**src/rtl/riscv_pkg.sv**
```systemverilog
`default_nettype none
// riscv_pkg: constants shared by the control decoder and the memory-mapped I/O stage.
package riscv_pkg;

  localparam int WIDTH_DEFAULT = 32;

  localparam logic [6:0] OP_LOAD  = 7'b0000011;
  localparam logic [6:0] OP_STORE = 7'b0100011;
  localparam logic [2:0] F3_IO    = 3'b111;

  // lw/sw with funct3 = 111 address the I/O ports instead of data memory.
  function automatic logic is_io_load(input logic [6:0] opcode, input logic [2:0] funct3);
    return (opcode == OP_LOAD) && (funct3 == F3_IO);
  endfunction

  function automatic logic is_io_store(input logic [6:0] opcode, input logic [2:0] funct3);
    return (opcode == OP_STORE) && (funct3 == F3_IO);
  endfunction

endpackage
`default_nettype wire

```
**src/rtl/io_out_fifo.sv**
```systemverilog
`default_nettype none
// io_out_fifo: circular-buffer FIFO that buffers core writes to the external OUTPUT bus.
module io_out_fifo
  import riscv_pkg::*;
#(
  parameter int WIDTH = WIDTH_DEFAULT,
  parameter int DEPTH = 4,
  localparam int AW = $clog2(DEPTH)
) (
  input  logic             clk,
  input  logic             rst_n,
  input  logic             push_i,
  input  logic [WIDTH-1:0] wdata_i,
  input  logic             pop_i,
  output logic [WIDTH-1:0] head_o,
  output logic             full_o,
  output logic             empty_o,
  output logic [AW:0]      count_o
);

  localparam logic [AW:0] CNT_FULL = (AW + 1)'(DEPTH);

  logic [WIDTH-1:0] mem_q [DEPTH];
  logic [AW-1:0]    rd_ptr_q, rd_ptr_d;
  logic [AW-1:0]    wr_ptr_q, wr_ptr_d;
  logic [AW:0]      count_q, count_d;
  logic             do_push, do_pop;

  assign full_o  = (count_q == CNT_FULL);
  assign empty_o = (count_q == '0);
  assign count_o = count_q;
  assign head_o  = mem_q[rd_ptr_q];

  assign do_push = push_i & ~full_o;
  assign do_pop  = pop_i & ~empty_o;

  // Pointers are exactly AW bits wide, so DEPTH being a power of two makes them wrap for free.
  always_comb begin
    rd_ptr_d = rd_ptr_q;
    wr_ptr_d = wr_ptr_q;
    count_d  = count_q;
    if (do_push) wr_ptr_d = wr_ptr_q + AW'(1);
    if (do_pop)  rd_ptr_d = rd_ptr_q + AW'(1);
    case ({do_push, do_pop})
      2'b10:   count_d = count_q + (AW + 1)'(1);
      2'b01:   count_d = count_q - (AW + 1)'(1);
      default: count_d = count_q;
    endcase
  end

  always_ff @(posedge clk or negedge rst_n) begin
    if (!rst_n) begin
      rd_ptr_q <= '0;
      wr_ptr_q <= '0;
      count_q  <= '0;
    end else begin
      rd_ptr_q <= rd_ptr_d;
      wr_ptr_q <= wr_ptr_d;
      count_q  <= count_d;
    end
  end

  always_ff @(posedge clk or negedge rst_n) begin
    if (!rst_n) begin
      for (int i = 0; i < DEPTH; i++) begin
        mem_q[i] <= '0;
      end
    end else if (do_push) begin
      mem_q[wr_ptr_q] <= wdata_i;
    end
  end

endmodule
`default_nettype wire

```
**src/rtl/io_port_unit.sv**
```systemverilog
`default_nettype none
// io_port_unit: memory-mapped I/O stage; one-word input holding register, output FIFO and core stall.
module io_port_unit
  import riscv_pkg::*;
#(
  parameter int WIDTH       = WIDTH_DEFAULT,
  parameter int OFIFO_DEPTH = 4
) (
  input  logic             clk,
  input  logic             rst_n,
  input  logic             InputSRC,
  input  logic             OutputSRC,
  input  logic [WIDTH-1:0] WriteData,
  output logic [WIDTH-1:0] ReadInput,
  output logic             io_stall,
  input  logic [WIDTH-1:0] in_data,
  input  logic             in_valid,
  output logic             in_ready,
  output logic [WIDTH-1:0] out_data,
  output logic             out_valid,
  input  logic             out_ready
);

  localparam int CW = $clog2(OFIFO_DEPTH) + 1;
  localparam logic [CW-1:0] CNT_FULL = CW'(OFIFO_DEPTH);

  typedef enum logic [0:0] {
    IN_EMPTY = 1'b0,
    IN_FULL  = 1'b1
  } in_state_e;

  in_state_e        in_state_q, in_state_d;
  logic [WIDTH-1:0] hold_q, hold_d;

  logic             fifo_push, fifo_pop;
  logic             fifo_full, fifo_empty;
  logic [CW-1:0]    fifo_count;

  // A full FIFO stalls even when a pop is under way; the push retries next cycle.
  assign io_stall  = (InputSRC & (in_state_q == IN_EMPTY)) | (OutputSRC & fifo_full);
  assign in_ready  = (in_state_q == IN_EMPTY);
  assign ReadInput = hold_q;

  assign fifo_push = OutputSRC & ~io_stall;
  assign fifo_pop  = out_valid & out_ready;
  assign out_valid = ~fifo_empty;

  // Refill only from EMPTY and consume only from FULL, so the two never share a cycle.
  always_comb begin
    in_state_d = in_state_q;
    hold_d     = hold_q;
    case (in_state_q)
      IN_EMPTY: begin
        if (in_valid) begin
          in_state_d = IN_FULL;
          hold_d     = in_data;
        end
      end
      IN_FULL: begin
        if (InputSRC && !io_stall) in_state_d = IN_EMPTY;
      end
      default: in_state_d = IN_EMPTY;
    endcase
  end

  always_ff @(posedge clk or negedge rst_n) begin
    if (!rst_n) begin
      in_state_q <= IN_EMPTY;
      hold_q     <= '0;
    end else begin
      in_state_q <= in_state_d;
      hold_q     <= hold_d;
    end
  end

  io_out_fifo #(
    .WIDTH (WIDTH),
    .DEPTH (OFIFO_DEPTH)
  ) u_out_fifo (
    .clk     (clk),
    .rst_n   (rst_n),
    .push_i  (fifo_push),
    .wdata_i (WriteData),
    .pop_i   (fifo_pop),
    .head_o  (out_data),
    .full_o  (fifo_full),
    .empty_o (fifo_empty),
    .count_o (fifo_count)
  );

  a_full_matches_count: assert property (
    @(posedge clk) disable iff (!rst_n) fifo_full == (fifo_count == CNT_FULL)
  );

  a_count_in_range: assert property (
    @(posedge clk) disable iff (!rst_n) fifo_count <= CNT_FULL
  );

endmodule
`default_nettype wire

```
**config.mk**
```make
export PLATFORM = sky130hd
export DESIGN_NAME = io_port_unit
export DESIGN_NICKNAME = d
export VERILOG_FILES = /design/src/rtl/riscv_pkg.sv /design/src/rtl/io_out_fifo.sv /design/src/rtl/io_port_unit.sv
export SDC_FILE = /design/constraint.sdc
export NUM_CORES = 1
export LEC_CHECK = 0
export ABC_AREA = 0
export CORE_UTILIZATION = 35
export CTS_BUF_LIST = sky130_fd_sc_hd__clkbuf_4
export CTS_CLUSTER_DIAMETER = 100
export DETAILED_ROUTE_END_ITERATION = 10
export PLACE_DENSITY_LB_ADDON = 0.12
export SLEW_MARGIN = 0
export SYNTH_ARGS = -nofsm -noshare
export SYNTH_HDL_FRONTEND = slang
export SYNTH_SLANG_ARGS = --single-unit
```
**constraint.sdc**
```tcl
create_clock -name clk -period 2.7 [get_ports clk]
set_input_delay 0.81 -clock clk [delete_from_list [all_inputs] [get_ports clk]]
set_output_delay 0.81 -clock clk [all_outputs]
set_load 0.05 [all_outputs]
```
* After elaboration in Yosys (flattened, before gate mapping)
Cells that the tools add are included.
** Word-level totals
- Register bits after elaboration :: 168
- Input port bits :: 70
- Output and inout port bits :: 67
- Word-level logic and storage cells :: 48
** Cells by class
- Add/sub/neg operators :: 4
- Order comparisons :: 3
- Eq/ne operators :: 3
- Muxes and demuxes :: 10
- Bitwise logic cells :: 13
- Reduce and logical (&&, ||, !) cells :: 6
** Operators with widths (number)
- bitwise mux 128 bit :: 1
- two-way mux 32 bit :: 3
- binary-select mux 32 bit (select 2 bit) :: 1
- demux 32 bit (select 2 bit) :: 1
- bitwise AND 1 bit :: 6
- greater-or-equal comparator 3 bit, second input constant :: 2
- inverter 2 -> 3 bit :: 2
- case mux 3 bit (2 select lines) :: 1
- adder 2 x 1 -> 2 bit, second input constant :: 2
- inverter 1 bit :: 4
- adder 3 x 1 -> 3 bit, second input constant :: 1
- equality test 3 bit, second input constant :: 1
- logical NOT 3 bit :: 1
- less-than comparator 3 x 1 -> 1 bit, second input constant :: 1
- subtractor 3 x 1 -> 3 bit, second input constant :: 1
- equality test 2 x 1 -> 1 bit, second input constant :: 1
- equality test 2 bit, second input constant :: 1
- logical AND 1 bit :: 2
- two-way mux 1 bit :: 2
- case mux 1 bit (2 select lines) :: 1
- AND reduction 2 bit :: 1
- nonzero test 2 bit :: 1
- logical NOT 1 bit :: 1
- bitwise OR 1 bit :: 1

* Longest topological paths before layout
Gate-level depths: netlist of run 1.
- Depth in word-level cells :: 8
- Gate-level depth with buffers :: 8

* Modules after synthesis
A second synthesis of run 1 with hierarchy kept.
** Second synthesis, totals
- Cells, all modules :: 428
- Area, all modules :: 7387.1 um^2
** Modules (own cells, without submodules)
- io_out_fifo :: instances 1, cells an instance 348, area an instance 5963.2 um^2
- io_port_unit :: instances 1, cells an instance 80, area an instance 1423.9 um^2

* Worst setup path before layout of run 1
OpenSTA, ideal clock, no wires.
- Kind :: reg-to-output
- Start point :: register u_out_fifo.rd_ptr_q[0]
- End point :: output port out_data[10]
- Arrival :: 1.485 ns
- Data required time :: 1.890 ns
- Setup slack :: 0.405 ns
- Stages on the path, launching flop included :: 4
- Buffers on the path :: 2
- Cell sequence :: dfrtp_1 buf_2 buf_2 mux4_2
** On the way
- Longest elaborated chain between the ends :: 4
** RTL lines
- start: declaration :: RTL line io_out_fifo.sv:24 : logic [AW-1:0] rd_ptr_q, rd_ptr_d;
- start signal: assignment :: RTL line io_out_fifo.sv:57 : rd_ptr_q <= rd_ptr_d;
- inverter 2 -> 3 bit (implied by the code) :: RTL line io_out_fifo.sv:32 : assign head_o = mem_q[rd_ptr_q];
- binary-select mux 32 bit (select 2 bit) :: RTL line io_out_fifo.sv:32
- two-way mux 32 bit (implied by the code) (2 in a row) :: RTL line io_out_fifo.sv:32
- end: declaration :: RTL line io_port_unit.sv:19 : output logic [WIDTH-1:0] out_data,
No other way between the ends. The select of a mux whose other input is x is not followed.

* Worst setup path in the final report of run 1
- Start point :: register u_out_fifo.rd_ptr_q[0]
- End point :: output port out_data[12]
Same word-level chain as after synthesis.

==> run metrics, run 1 <==
worst rel slew slack 64.5%; total of fill cells in the finished design 1,805; fraction of final layout cells with drive strength greater than 1 48.6%; net count after synthesis 501; worst vdd rail ir drop 0.738 mV; LEAKAGE 4.24 nW; Synth Flop Type dfrtp_1; largest family of logic cells by synthesized area multiplexers; most repeated cell in the gate-level netlist after synthesis dfrtp_1; area share of the largest cell type after synthesis 54.5%; proportion of synthesized chip area in sequential cells 54.5%; Max Fanout on Critical Path 21; dominant cells by area after synthesis dfrtp_1 55%, mux2_4 23%, mux4_2 9.3%, mux2_2 5.7%, buf_6 1.8%; power per unit of standard cell area 1490 nW/um^2; slew at the pin closest to its max-slew limit 0.531 ns; area taken by flip-flops and latches 4210 sq um; flip-flop and latch count after synthesis 168; Simple-Gate Fraction of Synth Area 1.98%; unrepaired setup endpoints after global routing true; final max-slew violation count 0; synth unique cells 25; Adder-Cell Fraction of Synth Area 1.07%; reg-to-reg endpoint u_out_fifo.count_o[2]$_DFFE_PN0P_; antenna violations before repair 1; critical path class reg2out; violations in the final reports negative setup slack; area fraction in compound gates after synthesis 0.195%; synthesized-area fraction occupied by xor and xnor cells 0.681%; IO Pins 137; Post-Syn Area per Cell 18.1 sq um; Fmax achieved 358 MHz; cell types with the highest counts after synthesis 168 x dfrtp_1, 120 x mux2_4, 39 x mux2_2, 32 x mux4_2, 12 x buf_6; remaining global-route overflow 0; fraction of synthesis flops using an asynchronous set or reset pin 100%; Avg WL per Cell 19.2 microns; Core Footprint 21,300 sq um; minimum clock period after layout 2.79 ns; critical path required time 1.89 ns; Critical Path AT 1.98 ns; CTS sink cnt 168; Die Span X 150 microns; Syn-to-layout area delta 28.7%; first-pass iteration count of the detailed router 4; final setup violation count 32; multiplexer share of the synthesized area 38.8%; Critical Path Source Type register; initial cell density of the core 36.2%; area occupied by multi-input gates 3300 sq um; cell type with the largest total area after synthesis dfrtp_1; final critical-path share of the clock period 103%; clock tree from TritonCTS built; count of flip-flops with a built-in enable after synthesis 0; total cell area at the placement stage 9590 sq um; final antenna-violating net count 0; port bufs 136; number of cells in the design after placement 830; Final Worst Setup Slack -0.0918 ns; reported max-cap violation count 0; Crit. End Element primary output; largest net degree at the start of global routing 66; FF-to-FF Start u_out_fifo.count_o[1]$_DFFE_PN0P_; classification of the worst-slack hold path in2async; post-synthesis instance total 425; slack of the worst reg-to-reg path 0.74 ns; global-route wire length before repair 26,200 microns; design area 9920 sq um; number of cells traversed by the worst register-to-register path 8; root cell of the clock tree clkbuf_4; number of global-route vias before repair 4,620; clk_skew 0.0194 ns; Inserted Clock Buffers 17; Clock Latency Late Sink 0.56 ns; area of the mapped netlist 7710 sq um; detail-routed via count per cell 4.73; number of hold-slack violations in the final timing report 0; run status finished, violations left; Cell Count, Final, Fillers Out 863; maximum count of clock buffers along a single path 2; height of the die 150 microns; Iter 0 DRT Violations 137; number of remaining DRC errors 0; number of levels in the clock H-tree 4; vias after detailed routing 4,078; Core Rows 53; post-detailed-routing wire length 16,500 microns; count of nets after finishing 650; full die area 22,600 sq um; Warnings, synthesis 0; Reg clk slew, reported paths 0.15 ns; Tot GR Track Use 15.5%; global placer's final weighted congestion 0.720; post-detailed-placement half-perimeter wirelength 10,900 microns
-- layout by cell type (no fill, tap or decap), types with 2 or more instances in the layout --
cell and count:
clkdlybuf4s50_1 100, xnor2_1 3, mux2_1 2, bufinv_16 2, dfrtp_2 3, buf_4 15, inv_1 6, nand2_1 7
xor2_1 3, clkbuf_4 17, mux4_2 32, buf_6 13, clkinvlp_4 6, nor2_1 2, nor3_4 4, mux2_4 120
buf_12 24, mux2_2 39, ha_1 5, dfrtp_1 165, nor2b_2 2, inv_6 3, inv_8 2
-- worst max path at each step --
stage | start | to | slack [ns] | cells after the start
floorplan | u_out_fifo.rd_ptr_q[0]$_DFFE_PN0P_ | out_data[10] | 0.41 | 3
global placement | InputSRC | u_out_fifo.count_o[2]$_DFFE_PN0P_ | 0.10 | 9
detailed placement | InputSRC | u_out_fifo.count_o[2]$_DFFE_PN0P_ | 0.06 | 9
CTS | u_out_fifo.rd_ptr_q[0]$_DFFE_PN0P_ | out_data[12] | -0.17 | 3
global route | u_out_fifo.rd_ptr_q[0]$_DFFE_PN0P_ | out_data[13] | -0.21 | 3
finish | u_out_fifo.rd_ptr_q[0]$_DFFE_PN0P_ | out_data[12] | -0.09 | 3
-- kinds of logic after synthesis --
kind of cell	count (synthesis)
mux	194
flops	168
buf+inv	30
simple gates	19
xor+xnor	6
fa+ha+maj	6
compound gates	2
-- layer usage --
layer | vias to the layer above | share of wire [%] | track usage (%)
met5 | - | 0 | 0
met4 | 0 | 0.87 | 4.09
met3 | 10 | 3.9 | 4.00
met2 | 72 | 50 | 25.2
met1 | 2147 | 46 | 20.5
li1 | 1849 | - | -
-- what timing repair did --
item | CTS | global route
endpoints found under the setup margin | 34 | 34
setup buffers | 0 | 0
cloned | 0 | 0
hold buffers | 0 | 0
gates resized for setup | 14 | 3
-- registers in the layout, summed over array words and instances, names as in the netlist --
| signal | flops |
|---|---|
| u_out_fifo.mem_q | 128 |
| ReadInput | 32 |
| u_out_fifo.count_o | 3 |
| u_out_fifo.rd_ptr_q | 2 |
| u_out_fifo.wr_ptr_q | 2 |
| in_state_q | 1 |
-- report_power, final --
part	internal, mW	leakage, nW	switching [mW]	total [mW]
Sequential	3.76	1.99	0.704	4.47
Combinational	4.41	2.12	4.43	8.84
Clock	0.567	0.139	0.948	1.51
-- stage by stage --
step | setup WS, ns | hold slack, ns | utilization [%] | TNS (ns) | total power [mW]
after floorplan | 0.405 | 0.475 | - | 0 | 10.5
after global placement | 0.102 | 0.485 | 45.0 | 0 | 13.2
after detailed placement | 0.0581 | 0.488 | 45.0 | 0 | 13.3
after CTS | -0.168 | 0.123 | 46.6 | -4.21 | 15.0
after global routing | -0.206 | 0.131 | 46.6 | -5.52 | 15.6
final | -0.0918 | 0.165 | 46.6 | -1.56 | 14.8
-- area by class of cell --
class	count	share of cell area, %
clock buffers	17	1.29
flip-flops and latches	168	42.4
well taps	275	3.47
diodes	1	0.0252
clock inverters	15	1.68
repair buffers	154	17.7
inverters	6	0.227
multi-input cells	227	33.2
-- worst max-delay path: stages (launching register included) --
cell and delay, ns:
dfrtp_2 0.42, buf_12 0.23, mux4_2 0.60, buf_12 0.18
No activity file was read; power rests on OpenSTA's default activity.
==> inputs of run 2 (changes only) <==
--- a/config.mk
+++ b/config.mk
@@ -11,6 +11,7 @@
 export CTS_CLUSTER_DIAMETER = 100
 export DETAILED_ROUTE_END_ITERATION = 10
 export PLACE_DENSITY_LB_ADDON = 0.12
+export SKIP_LAST_GASP = 1
 export SLEW_MARGIN = 0
 export SYNTH_ARGS = -nofsm -noshare
 export SYNTH_HDL_FRONTEND = slang
==> constraint.sdc (replaced) <==
create_clock -name clk -period 2.5 [get_ports clk]
set_input_delay 0.75 -clock clk [delete_from_list [all_inputs] [get_ports clk]]
set_output_delay 0.75 -clock clk [all_outputs]
set_load 0.05 [all_outputs]
==> run 2 against run 1 <==
  * The flow still finishes with violations (negative setup slack)
  * Largest power group unchanged
  * Core utilization rose by 1.1 points
  * Die area is the same
  * Non-clock buffer count up 16
  * First-iteration DRC count decreased by 35%
  * Largest cell class unchanged
  * Final cell count rose by 1.9%
  * Highest routed layer unchanged
==> run metrics, run 2 (same netlist as run 1, synthesis figures left out) <==
most frequent standard cell in the layout excluding fill and tap cells dfrtp_1; CTS sink cnt 168 (unchanged); critical path required time 1.75 ns (-0.14 ns); Avg WL per Cell 19.4 microns (+1.5%); number of hold-slack violations in the final timing report 0 (unchanged); number of flip-flops under the largest register name 128 (unchanged); unrepaired setup endpoints after global routing true; sequential power share 29.5% (-0.6 points); number of global-route vias before repair 4,731 (+2.4%); final setup violation count 32 (unchanged); post-detailed-placement half-perimeter wirelength 11,100 microns (+2.2%); Fmax achieved 362 MHz; number of remaining DRC errors 0 (unchanged); reported max-cap violation count 0 (unchanged); most frequent cells in the layout 165 x dfrtp_1, 120 x mux2_4, 68 x clkdlybuf4s50_1; Syn-to-layout area delta 31.7%; clock tree from TritonCTS built; initial cell density of the core 36.2% (unchanged); part of the total power dissipated in combinational logic 59.9% (+0.3 points); fraction of final layout cells with drive strength greater than 1 50.1% (+1.5 points); Internal Dissipation 9.69 mW (+11%); Reg clk slew, reported paths 0.15 ns (about the same); Die Span X 150 microns (unchanged); Core Rows 53 (unchanged); worst vdd rail ir drop 1.10 mV (+49%); power per unit of standard cell area 1610 nW/um^2 (+7.9%); post-detailed-routing wire length 17,100 microns (+3.4%); Largest Register u_out_fifo.mem_q; Core Footprint 21,300 sq um (unchanged); worst rel slew slack 63.8% (-0.72 points); maximum count of clock buffers along a single path 2 (unchanged); LEAKAGE 4.44 nW (+4.7%); Iter 0 DRT Violations 89 (-35%); global placer's final weighted congestion 0.714 (-0.90%); Max Fanout on Critical Path 6 (-71%); critical path class reg2out; root cell of the clock tree clkbuf_4; minimum clock period after layout 2.76 ns; largest net degree at the start of global routing 53 (-20%); total cell area at the placement stage 9660 sq um (+0.70%); count of nets after finishing 666 (+2.5%); first-pass iteration count of the detailed router 4 (unchanged); area taken by flip-flops and latches 4210 sq um (unchanged); final critical-path share of the clock period 110%; full die area 22,600 sq um (unchanged); detail-routed via count per cell 4.75 (+0.49%); Critical Path Source Type register; global-route wire length before repair 27,400 microns (+4.6%); Clock Latency Late Sink 0.56 ns (about the same); final max-slew violation count 0 (unchanged); violations in the final reports negative setup slack; total of fill cells in the finished design 1,825 (+1.1%); FF-to-FF Start u_out_fifo.count_o[1]$_DFFE_PN0P_; design area 10,200 sq um (+2.4%); vias after detailed routing 4,174 (+2.4%); slew at the pin closest to its max-slew limit 0.543 ns (+0.0125 ns); total negative setup slack -7.27 ns (-5.71 ns); Net Switching 6.68 mW (+9.9%); switching share of total power 40.8% (-0.20 points); critical path launch point u_out_fifo.rd_ptr_q[0]$_DFFE_PN0P_; remaining global-route overflow 0 (unchanged); Final Worst Setup Slack -0.262 ns (-0.170 ns); IO Pins 137 (unchanged); share of total power in the clock network 10.7% (+0.5 points); antenna violations before repair 1 (unchanged); Tot GR Track Use 16.4% (+0.87 points); area occupied by multi-input gates 3310 sq um (+0.23%); Critical Path AT 2.01 ns (+0.03 ns); run status finished, violations left; clk_skew 0.0228 ns (+0.00331 ns); hold buffer count at cts 0 (unchanged); Crit. End Element primary output; final antenna-violating net count 0 (unchanged); classification of the worst-slack hold path in2async; height of the die 150 microns (unchanged); utilization after layout 47.7% (+1.1 points); Inserted Clock Buffers 17 (unchanged); number of levels in the clock H-tree 4 (unchanged); port bufs 136 (unchanged)
## run 2: changes by cell type in the layout (fill, tap and decap cells not counted), sizes merged, moves of 4 or more
cell and change:
clkdlybuf4s50 -32, buf +17, dlygate4sd2 +32, clkinv +4
clkinvlp -5
## run 2: path summary, 6_finish.rpt
| kind | to | slack [ns] | cells past startpoint |
|---|---|---|---|
| worst max-delay path | out_data[15] | -0.26 | 5 |
| worst min-delay path | ReadInput[28]$_DFFE_PN0P_ | 0.12 | 1 |
| worst max register to register | u_out_fifo.count_o[2]$_DFFE_PN0P_ | 0.57 | 8 |
| worst min register to register | ReadInput[5]$_DFFE_PN0P_ | 0.51 | 1 |
| max in group asynchronous | u_out_fifo.mem_q[26]$_DFFE_PN0P_ | 1.75 | 2 |
| min in group clk | ReadInput[5]$_DFFE_PN0P_ | 0.51 | 1 |
## run 2: layer usage
| metal | part of all wire [%] | track usage, % | vias up |
|---|---|---|---|
| met4 | 1.3 | 5.15 | 0 |
| met5 | 0 | 0 | - |
| met1 | 45 | 21.2 | 2195 |
| met2 | 50 | 27.6 | 78 |
| met3 | 3.4 | 3.21 | 16 |
| li1 | - | - | 1885 |
## run 2: timing repair
action                     4_1_cts  5_1_grt
buffers inserted                 7        0
setup endpoints to repair       66       34
gates resized for setup         51        6
cloned                           3        0
## run 2: power groups by stage
| stage | logic (mW) | registers (mW) | clock network [mW] |
|---|---|---|---|
| 3_5_place_dp | 9.54 | 4.88 | 0 |
| 5_1_grt | 10.3 | 4.98 | 1.93 |
| 6_report | 9.81 | 4.82 | 1.75 |
| 2_1_floorplan | 5.85 | 5.44 | 0 |
| 3_3_place_gp | 9.45 | 4.81 | 0 |
| 4_1_cts | 9.91 | 4.81 | 1.82 |
## run 2: through the flow
step / setup slack (ns) / total power, mW / std cells / hold WS (ns)
after global routing: -0.370 / 17.2 / 879 / 0.0966
after floorplan: 0.265 / 11.3 / 425 / 0.454
final: -0.262 / 16.4 / 879 / 0.121
after CTS: -0.330 / 16.5 / 878 / 0.0840
after global placement: -0.0190 / 14.3 / 836 / 0.485
after detailed placement: -0.0577 / 14.4 / 836 / 0.488
## run 2: cell type report
type | instances | area share [%]
clock inverters | 15 | 1.88
flip-flops and latches | 168 | 41.4
diodes | 1 | 0.0246
well taps | 275 | 3.39
multi-input cells | 227 | 32.5
repair buffers | 170 | 19.3
clock buffers | 17 | 1.26
inverters | 6 | 0.222
## run 2: worst max-delay path, stage by stage, from the launching register on
cell	delay (ns)
dfrtp_2	0.43
buf_6	0.12
buf_12	0.13
buf_16	0.14
mux4_2	0.46
buf_12	0.17
==> inputs of run 3 (changes only) <==
--- a/config.mk
+++ b/config.mk
@@ -10,6 +10,7 @@
 export CTS_BUF_LIST = sky130_fd_sc_hd__clkbuf_4
 export CTS_CLUSTER_DIAMETER = 100
 export DETAILED_ROUTE_END_ITERATION = 10
+export HOLD_SLACK_MARGIN = 0.15
 export PLACE_DENSITY_LB_ADDON = 0.12
 export SKIP_LAST_GASP = 1
 export SLEW_MARGIN = 0
==> constraint.sdc (replaced) <==
create_clock -name clk -period 3 [get_ports clk]
set_input_delay 0.9 -clock clk [delete_from_list [all_inputs] [get_ports clk]]
set_output_delay 0.9 -clock clk [all_outputs]
set_load 0.05 [all_outputs]
==> run 3 against run 2 <==
  * Via count down 0.24%
  * Total power down 18%
  * Sequential power is 16% lower
  * The flow now finishes without violations
  * Non-clock buffer count fell by 12
  * Worst setup slack improved by 0.36 ns
  * Clock power is 11% lower
  * Hold slack improved by 0.24 ns
  * Highest routed layer unchanged
  * Global-route usage down 0.36 points
  * Clock skew shrank 0.0056 ns
  * Register-to-register slack gained 0.24 ns
==> run metrics, run 3 (same netlist as run 1, synthesis figures left out) <==
full die area 22,600 sq um (unchanged); reported max-cap violation count 0 (unchanged); clock tree from TritonCTS built; overall power consumption 13.4 mW (-18%); initial cell density of the core 36.2% (unchanged); Critical Path Source Type register; design area 9930 sq um (-2.3%); global-route wire length before repair 27,200 microns (-0.66%); Syn-to-layout area delta 28.8%; count of nets after finishing 654 (-1.8%); critical path required time 2.10 ns (+0.35 ns); Core Footprint 21,300 sq um (unchanged); most frequent cells in the layout 166 x dfrtp_1, 120 x mux2_4, 101 x clkdlybuf4s50_1; Crit. End Element primary output; minimum setup slack after placement 0.224 ns (+0.281 ns); post-detailed-placement half-perimeter wirelength 11,000 microns (-1.2%); critical path launch point u_out_fifo.rd_ptr_q[0]$_DFFE_PN0P_; critical path class reg2out; number of remaining DRC errors 0 (unchanged); final antenna-violating net count 0 (unchanged); Iter 0 DRT Violations 132 (+48%); combined buffer and inverter count along the critical path 2 (-2); vias after detailed routing 4,164 (-0.24%); FF-to-FF Start u_out_fifo.count_o[0]$_DFFE_PN0P_; Reg clk slew, reported paths 0.14 ns (about the same); CTS sink cnt 168 (unchanged); Worst path slowest cell dfrtp_4; final setup violation count 0 (-100%); Clock Latency Late Sink 0.53 ns (-0.03 ns); Inserted Clock Buffers 17 (unchanged); power per unit of standard cell area 1350 nW/um^2 (-16%); Avg WL per Cell 19.3 microns (-0.73%); final max-slew violation count 0 (unchanged); number of hold-slack violations in the final timing report 0 (unchanged); number of global-route vias before repair 4,713 (-0.38%); total cell area at the placement stage 9550 sq um (-1.1%); IO Pins 137 (unchanged); worst vdd rail ir drop 0.805 mV (-27%); post-detailed-routing wire length 16,700 microns (-2.2%); reg-to-reg endpoint u_out_fifo.count_o[2]$_DFFE_PN0P_; final critical-path share of the clock period 96.7%; clk_skew 0.0172 ns (-0.00557 ns); worst rel slew slack 57.4% (-6.4 points); total negative setup slack 0 ns (+7.27 ns); fraction of final layout cells with drive strength greater than 1 48.5% (-1.6 points); Tot GR Track Use 16.0% (-0.36 points); Cell Chain, Critical Path buf_4 > mux4_2 > buf_4; port bufs 136 (unchanged); number of cells traversed by the worst register-to-register path 9 (+1); number of levels in the clock H-tree 4 (unchanged); root cell of the clock tree clkbuf_4; Largest Register u_out_fifo.mem_q; largest net degree at the start of global routing 66 (+25%); run status finished, final reports clean; slack of the worst reg-to-reg path 0.81 ns (+0.24 ns); Core Rows 53 (unchanged); minimum clock period after layout 2.90 ns; hold buffer count at cts 0 (unchanged); antenna violations before repair 1 (unchanged); Die Span X 150 microns (unchanged); classification of the worst-slack hold path in2async; slew at the pin closest to its max-slew limit 0.639 ns (+0.0954 ns); Max Fanout on Critical Path 5 (-1); Cell Count, Final, Fillers Out 866 (-1.5%); LEAKAGE 4.29 nW (-3.5%); Fmax achieved 345 MHz; most used cell along the critical path buf_4; global placer's final weighted congestion 0.720 (+0.88%); Critical Path AT 2.00 ns (about the same); unrepaired setup endpoints after global routing true; detail-routed via count per cell 4.81 (+1.3%); number of cells in the design after placement 831 (-0.60%); height of the die 150 microns (unchanged); family of cells with the greatest summed delay on the critical path flip-flops; Final Worst Setup Slack 0.100 ns (+0.362 ns); first-pass iteration count of the detailed router 4 (unchanged); remaining global-route overflow 0 (unchanged); maximum count of clock buffers along a single path 2 (unchanged); most frequent standard cell in the layout excluding fill and tap cells dfrtp_1; number of flip-flops under the largest register name 128 (unchanged); longest individual stage delay on the worst path 0.54 ns (+0.08 ns)
run 3: cell types whose count changed in the layout (fill, tap and decap cells not counted), sizes merged:
cell,change
clkdlybuf4s50,+33
dlygate4sd2,-32
buf,-14
inv,-4
clkbuf,+3
bufinv,+2
clkinvlp,-1
run 3: worst reg2reg max path: cells and delay by family, from the launching register on:
| kind | cells | cell delay, ns |
|---|---|---|
| xor gates and xnor gates | 2 | 0.30 |
| adders and majority gates | 2 | 0.59 |
| buffers and inverters | 2 | 0.26 |
| DFF | 1 | 0.48 |
| and+or+nand+nor | 3 | 0.50 |
run 3: cell type report:
type	instances	area [sq um]
flip-flops and latches	168	4210
well taps	275	344
diodes	1	2.50
multi-input cells	227	3300
repair buffers	158	1710
clock inverters	12	199
fillers	1818	11400
clock buffers	19	143
inverters	6	22.5
run 3: through the flow:
| step | hold WS, ns | util, % |
|---|---|---|
| floorplan | 0.475 | - |
| global placement | 0.469 | 44.8 |
| detailed placement | 0.488 | 44.8 |
| CTS | 0.323 | 46.5 |
| global route | 0.320 | 46.7 |
| finish | 0.357 | 46.7 |
run 3: report_power, final:
part	internal (mW)	leakage, nW	total [mW]	switching, mW
clock network	0.762	0.184	1.55	0.784
logic	3.90	2.12	7.85	3.95
registers	3.39	1.99	4.05	0.661
run 3: worst max path at each step:
stage                                             end  depth (start not counted)  slack (ns)
floorplan                                out_data[10]                          3        0.62
global placement    u_out_fifo.count_o[2]$_DFFE_PN0P_                          9        0.22
detailed placement  u_out_fifo.count_o[2]$_DFFE_PN0P_                          9        0.22
CTS                                      out_data[12]                          3        0.03
global route                              out_data[4]                          3      -0.007
finish                                    out_data[4]                          3         0.1
run 3: per-layer routing:
layer  vias to the layer above  global-route usage (%)  wire (microns)
met4                         0                    3.64             110
met3                         6                    4.09             681
met5                         -                       0               0
met1                      2232                    21.6            7780
li1                       1855                       -               -
met2                        71                    25.9            8140
run 3: what timing repair did:
action,in CTS,in global routing
gates resized for setup,2,0
pin swaps,0,0
buffers inserted,2,0
gates cloned,0,1
setup endpoints to repair,27,2
